[config.mk]
export PLATFORM = sky130hd
export DESIGN_NAME = uart_tx_flat
export DESIGN_NICKNAME = d
export VERILOG_FILES = /design/src/rtl/uart_pkg.sv /design/src/rtl/uart_tx_if.sv /design/src/rtl/uart_baud_counter.sv /design/src/rtl/uart_tx.sv /design/src/flat_wrapper.sv
export SDC_FILE = /design/constraint.sdc
export NUM_CORES = 1
export LEC_CHECK = 0
export ABC_AREA = 1
export CAP_MARGIN = 5
export CORE_ASPECT_RATIO = 1.75
export CORE_MARGIN = 4
export CORE_UTILIZATION = 37
export CTS_CLUSTER_DIAMETER = 30
export DETAILED_ROUTE_END_ITERATION = 8
export PLACE_DENSITY = 0.66
export SLEW_MARGIN = 10
export SYNTH_ARGS = -nofsm -noshare
export SYNTH_HDL_FRONTEND = slang
export SYNTH_HIERARCHICAL = 1
export SYNTH_SLANG_ARGS = --single-unit
[constraint.sdc]
create_clock -name clk -period 2.4 [get_ports clk]
set_clock_uncertainty 0.2 [all_clocks]
set_input_delay 0.36 -clock clk [delete_from_list [all_inputs] [get_ports clk]]
set_output_delay 0.36 -clock clk [all_outputs]
set_load 0.05 [all_outputs]
[src/rtl/uart_pkg.sv]
//============================================================================
// Module  : uart_pkg
// Purpose : Shared UART definitions: frame state encoding, parity mode
//           constants and the parity-bit helper used by both transmit and
//           receive sides.
// Ports   : none (package)
// Rev     : 1.0  initial release
//============================================================================
`default_nettype none
`timescale 1ns/1ps

package uart_pkg;

  typedef enum logic [2:0] {
    ST_IDLE   = 3'd0,
    ST_START  = 3'd1,
    ST_DATA   = 3'd2,
    ST_PARITY = 3'd3,
    ST_STOP   = 3'd4
  } uart_state_t;

  localparam int PARITY_NONE = 0;
  localparam int PARITY_ODD  = 1;
  localparam int PARITY_EVEN = 2;

  // Even mode yields the XOR of the data bits, odd mode its inverse.
  function automatic logic parity_bit(input logic [7:0] data, input int mode);
    logic p;
    case (mode)
      PARITY_EVEN: p = ^data;
      PARITY_ODD:  p = ~^data;
      default:     p = 1'b0;
    endcase
    return p;
  endfunction

endpackage

`default_nettype wire

[src/rtl/uart_tx_if.sv]
//============================================================================
// Module  : uart_tx_if
// Purpose : Byte handshake and serial line bundle between on-chip logic
//           (master) and the UART transmitter (slave).
// Signals : dataOut[7:0] byte to send, dataValid byte present,
//           dataReady transmitter idle, uart_tx serial line,
//           busy frame in progress, byteSent end-of-frame pulse
// Rev     : 1.0  initial release
//============================================================================
`default_nettype none
`timescale 1ns/1ps

interface uart_tx_if;
  logic [7:0] dataOut;
  logic       dataValid;
  logic       dataReady;
  logic       uart_tx;
  logic       busy;
  logic       byteSent;

  modport master (
    output dataOut, dataValid,
    input  dataReady, uart_tx, busy, byteSent
  );

  modport slave (
    input  dataOut, dataValid,
    output dataReady, uart_tx, busy, byteSent
  );
endinterface

`default_nettype wire

[src/rtl/uart_baud_counter.sv]
//============================================================================
// Module  : uart_baud_counter
// Purpose : Bit-period timer. Counts 1..DELAY_FRAMES while enabled and
//           flags the last cycle of each bit period.
// Ports   : clk, rst (async, active-high)
//           clear   restart the period (count loads 1)
//           enable  advance the count
//           bitEnd  high in the final cycle of a bit period
// Rev     : 1.0  initial release
//============================================================================
`default_nettype none
`timescale 1ns/1ps

module uart_baud_counter #(
  parameter int DELAY_FRAMES = 868
) (
  input  logic clk,
  input  logic rst,
  input  logic clear,
  input  logic enable,
  output logic bitEnd
);

  localparam int              CW   = $clog2(DELAY_FRAMES + 1);
  localparam logic [CW-1:0]   LAST = CW'(DELAY_FRAMES);

  logic [CW-1:0] count;

  // Loading 1 on clear makes the first period exactly DELAY_FRAMES cycles
  // long when measured from the clearing edge.
  always_ff @(posedge clk or posedge rst) begin
    if (rst)
      count <= '0;
    else if (clear)
      count <= CW'(1);
    else if (enable)
      count <= (count == LAST) ? CW'(1) : count + CW'(1);
  end

  assign bitEnd = enable && (count == LAST);

endmodule

`default_nettype wire

[src/rtl/uart_tx.sv]
//============================================================================
// Module  : uart_tx
// Purpose : UART transmitter. Serialises one byte per handshake: start bit,
//           8 data bits LSB first, optional parity bit, 1 or 2 stop bits.
// Ports   : clk, rst (async, active-high)
//           bus (uart_tx_if.slave): dataOut, dataValid in;
//           dataReady, uart_tx, busy, byteSent out
// Rev     : 1.0  initial release
//============================================================================
`default_nettype none
`timescale 1ns/1ps

module uart_tx #(
  parameter int DELAY_FRAMES = 868,
  parameter int PARITY       = 0,
  parameter int STOP_BITS    = 1
) (
  input  logic       clk,
  input  logic       rst,
  uart_tx_if.slave   bus
);

  import uart_pkg::*;

  localparam logic [2:0] STOP_LAST = 3'(STOP_BITS - 1);

  uart_state_t state,      state_next;
  logic [7:0]  shift_reg,  shift_next;
  logic        parity_reg, parity_next;
  logic [2:0]  bit_idx,    bit_idx_next;
  logic        tx_reg,     tx_next;
  logic        sent_reg,   sent_next;
  logic        accept;
  logic        bit_end;

  uart_baud_counter #(
    .DELAY_FRAMES(DELAY_FRAMES)
  ) u_baud (
    .clk    (clk),
    .rst    (rst),
    .clear  (accept),
    .enable (state != ST_IDLE),
    .bitEnd (bit_end)
  );

  always_ff @(posedge clk or posedge rst) begin
    if (rst) begin
      state      <= ST_IDLE;
      shift_reg  <= '0;
      parity_reg <= 1'b0;
      bit_idx    <= '0;
      tx_reg     <= 1'b1;
      sent_reg   <= 1'b0;
    end else begin
      state      <= state_next;
      shift_reg  <= shift_next;
      parity_reg <= parity_next;
      bit_idx    <= bit_idx_next;
      tx_reg     <= tx_next;
      sent_reg   <= sent_next;
    end
  end

  // tx_next is the level the line takes at the edge that ends the current
  // bit, so the registered line changes exactly on bit boundaries.
  always_comb begin
    state_next   = state;
    shift_next   = shift_reg;
    parity_next  = parity_reg;
    bit_idx_next = bit_idx;
    tx_next      = tx_reg;
    sent_next    = 1'b0;
    accept       = 1'b0;

    case (state)
      ST_IDLE: begin
        if (bus.dataValid) begin
          accept       = 1'b1;
          shift_next   = bus.dataOut;
          parity_next  = parity_bit(bus.dataOut, PARITY);
          bit_idx_next = '0;
          tx_next      = 1'b0;
          state_next   = ST_START;
        end
      end
      ST_START: begin
        if (bit_end) begin
          tx_next    = shift_reg[0];
          state_next = ST_DATA;
        end
      end
      ST_DATA: begin
        if (bit_end) begin
          if (bit_idx == 3'd7) begin
            bit_idx_next = '0;
            if (PARITY != PARITY_NONE) begin
              tx_next    = parity_reg;
              state_next = ST_PARITY;
            end else begin
              tx_next    = 1'b1;
              state_next = ST_STOP;
            end
          end else begin
            shift_next   = {1'b0, shift_reg[7:1]};
            tx_next      = shift_reg[1];
            bit_idx_next = bit_idx + 3'd1;
          end
        end
      end
      ST_PARITY: begin
        if (bit_end) begin
          tx_next      = 1'b1;
          bit_idx_next = '0;
          state_next   = ST_STOP;
        end
      end
      ST_STOP: begin
        if (bit_end) begin
          if (bit_idx == STOP_LAST) begin
            bit_idx_next = '0;
            sent_next    = 1'b1;
            state_next   = ST_IDLE;
          end else begin
            bit_idx_next = bit_idx + 3'd1;
          end
        end
      end
      default: begin
        tx_next    = 1'b1;
        state_next = ST_IDLE;
      end
    endcase
  end

  assign bus.dataReady = (state == ST_IDLE);
  assign bus.busy      = (state != ST_IDLE);
  assign bus.uart_tx   = tx_reg;
  assign bus.byteSent  = sent_reg;

endmodule

`default_nettype wire

[src/flat_wrapper.sv]
// flat-port wrapper written by rule: the top's interface ports become plain ports
module uart_tx_flat import uart_pkg::*;
#(
  parameter int DELAY_FRAMES = 868,
  parameter int PARITY       = 0,
  parameter int STOP_BITS    = 1
)
  (clk, rst, bus_dataOut, bus_dataValid, bus_dataReady, bus_uart_tx, bus_busy, bus_byteSent);
  uart_tx_if bus_i ();
  input  logic clk;
  input  logic rst;
  input wire logic [$bits(bus_i.dataOut)-1:0] bus_dataOut;
  input wire logic [$bits(bus_i.dataValid)-1:0] bus_dataValid;
  output wire logic [$bits(bus_i.dataReady)-1:0] bus_dataReady;
  output wire logic [$bits(bus_i.uart_tx)-1:0] bus_uart_tx;
  output wire logic [$bits(bus_i.busy)-1:0] bus_busy;
  output wire logic [$bits(bus_i.byteSent)-1:0] bus_byteSent;
  assign bus_i.dataOut = bus_dataOut;
  assign bus_i.dataValid = bus_dataValid;
  assign bus_dataReady = bus_i.dataReady;
  assign bus_uart_tx = bus_i.uart_tx;
  assign bus_busy = bus_i.busy;
  assign bus_byteSent = bus_i.byteSent;
  uart_tx #(.DELAY_FRAMES(DELAY_FRAMES), .PARITY(PARITY), .STOP_BITS(STOP_BITS)) u_core (.clk(clk), .rst(rst), .bus(bus_i));
endmodule
==> results.toml <==
[clock_network]
cts_root_buf = "clkbuf_8"
post_cts_buffers = 0
cts_sinks = 26
cts_buffers = 3
cts_max_path_buffers = 2
h-tree-depth = 1
clk_pin_slew_worst_paths_ns = 0.09
cts_tree = "done"
clk_latency_ns = 0.27

[yosys]
synth_fa_ha_area_frac = 0.04511
synth_compound_area_frac = 0.05263
synth_top_family_by_area = "simple AND/OR/NAND/NOR gates"
yosys.area_share.simple = 0.4203
synthXorXnorAreaFrac = 0.01579
ys_seq_area_frac = 0.3917
avgSynthCellArea_um2 = 7.081
syn_nets = 252
synth_area_um2 = 1664
synth_cell_type_count = 27
yosysWarnings = 6
synth_mux_area_frac = 0
syn-instance-count = 235
ys_ff_latch = 26

[placed_design]
dpl.hpwl_um = 2740
gp_congestion = 0.8087
pre_cts_slack_ns = 0.2182
port-buffer-count = 14

[grt]
track_usage = 0.1395
grt_pass1_vias = 1468
grt_max_degree = 17
overflow = 0
antenna_found_initial = 0
grt_pass1_wl_um = 6327

[power_and_ir_drop]
p_leak_uw = 0.001016
power_density_nw_per_um2 = 1107
vdd_ir_drop_max_uv = 555.2
finalPower_uw = 2154

[critical_path]
path_cells = "clkdlybuf4s50_1"
critPathBufInv = 1
crit_fanout = 2
cp-end-kind = "output pin"
cp_slowest_cell = "clkdlybuf4s50_1"
crit_required_ns = 1.84
crit_family = "buffers and inverters"
worstSetupPathType = "register to output pin"
max_stage_delay_ns = 0.80
worstPathArrival_ns = 1.62
start_kind = "register"

[finish]
register_area_um2 = 651.9
drive_gt1_frac = 0.1260
multi_input_area_um2 = 895.9
antenna_cells = 0
final_nets = 272
area_delta_synth_final_pct = 16.92
largest_register_ffs = 10
fin_util = 0.4458
fill_cells = 442

[timing]
setup_slack_ns = 0.2204
tightest_slew_ns = 0.6466
rsz0062_at_grt = "no"
hold_ws_ns = 0.1931
max_freq_mhz = 458.8
slew_headroom = 0.5684
finalSetupTns_ns = 0
fin_crit_ns = 2.180
finalSetupViolations = 0
final_hold_viol_count = 0
period_share = 0.9082
slew_viol_final = 0

[routing]
first_pass_iters = 4
via_count = 1490
drcViolationCount = 0
wl_um = 3535
wl_per_cell_um = 11.59
drt_iter0_drc = 51
postRouteAntennaNets = 0
viasPerCell = 4.885

[floorplanning]
core_area_um2 = 4364
die_area_um2 = 5677
die_h_um = 96.72
ios = 15
die_x_um = 58.70
initial_utilization = 0.3813
placementRows = 32

[run]
drv_cap = 0

[outcome]
status = "completed"

[hold_path]
hold_path.class = "input port to asynchronous set/reset pin"
## power breakdown
group          internal (µW)  switching (µW)  total, µW
clock                    223             142        365
combinational            347             753       1100
sequential               578             111        690
total                   1150            1010       2150
## cells by family (layout without fill, tap and decap cells)
| family | count (synthesis) | after routing |
|---|---|---|
| AOI/OAI and AO/OA | 11 | 11 |
| xor gates and xnor gates | 3 | 3 |
| and+or+nand+nor | 158 | 158 |
| DFF | 26 | 26 |
| buffers and inverters | 31 | 50 |
| adders and majority gates | 6 | 6 |
## routing by layer
metal	GRT usage	wire length (µm)	vias up
met5	0	0	-
met4	0.06632	40	0
met3	0.02136	81	4
met2	0.2463	1969	25
met1	0.1564	1444	693
li1	-	-	768
## synthesized netlist by cell type (all sizes together)
cell	number	area [µm²]
o22ai	1	6.260
a31oi	1	6.260
clkinv	1	3.750
dfstp	1	26.28
nand4	4	25.02
xor2	3	26.28
nor3	1	5.000
nand3	22	115.1
buf	1	11.26
a21oi	1	5.000
a21boi	2	15.01
nor2	30	137.6
ha	6	75.07
o21ai	5	47.54
nor4	1	6.260
o21bai	1	7.510
nand2	100	410.4
dfrtp	25	625.6
inv	29	108.9
## placed cells by master (no fill, tap or decap)
master           instances
ha_1                     6
o22ai_1                  1
a31oi_1                  1
o21bai_1                 1
inv_2                    5
nor2_1                  23
dfstp_2                  1
nand2_1                 92
a21boi_0                 2
buf_4                    4
xor2_1                   3
inv_1                   24
nor3_1                   1
o21ai_4                  2
dfrtp_1                 25
a21oi_1                  1
nor2_4                   3
clkinv_1                 1
nand2_4                  3
nor4_1                   1
clkbuf_8                 3
o21ai_0                  1
nand4_1                  4
bufinv_16                1
nand3_2                  1
nand3_1                 21
o21ai_1                  2
nor2_2                   4
clkdlybuf4s50_1         12
nand2_2                  5
## layout make-up
| type | count | area share |
|---|---|---|
| clock inverter | 1 | 0.01543 |
| clock buffer | 3 | 0.02122 |
| sequential | 26 | 0.3350 |
| multi-input combinational | 178 | 0.4604 |
| inverter | 30 | 0.05788 |
| tap | 51 | 0.03280 |
| timing repair buffer | 16 | 0.07717 |
## path summary, 6_finish.rpt
| check | start | endpoint | slack [ns] | cells after the start |
|---|---|---|---|---|
| worst max-delay path | u_core/bus.uart_tx | bus_uart_tx | 0.22 | 1 |
| worst min-delay path | rst | u_core/u_baud/count[4] | 0.19 | 2 |
| worst max register to register | u_core/state[0] | u_core/state[0] | 0.26 | 11 |
| worst min register to register | u_core/shift_reg[5] | u_core/shift_reg[5] | 0.28 | 2 |
| max in group asynchronous | rst | u_core/bus.byteSent | 1.29 | 2 |
| min in group clk | u_core/shift_reg[5] | u_core/shift_reg[5] | 0.28 | 2 |
## repair_timing
item	in CTS	in global routing
setup endpoints to repair	0	6
hold buffers	0	0
gates resized for setup	0	2
## through the flow
stage	cells	cell area (µm²)
6_report	305	1946
5_1_grt	305	1946
4_1_cts	305	1938
3_5_place_dp	301	1867
3_3_place_gp	301	1867
2_1_floorplan	235	1664
Note: power is estimated with default switching activity, not from simulation.
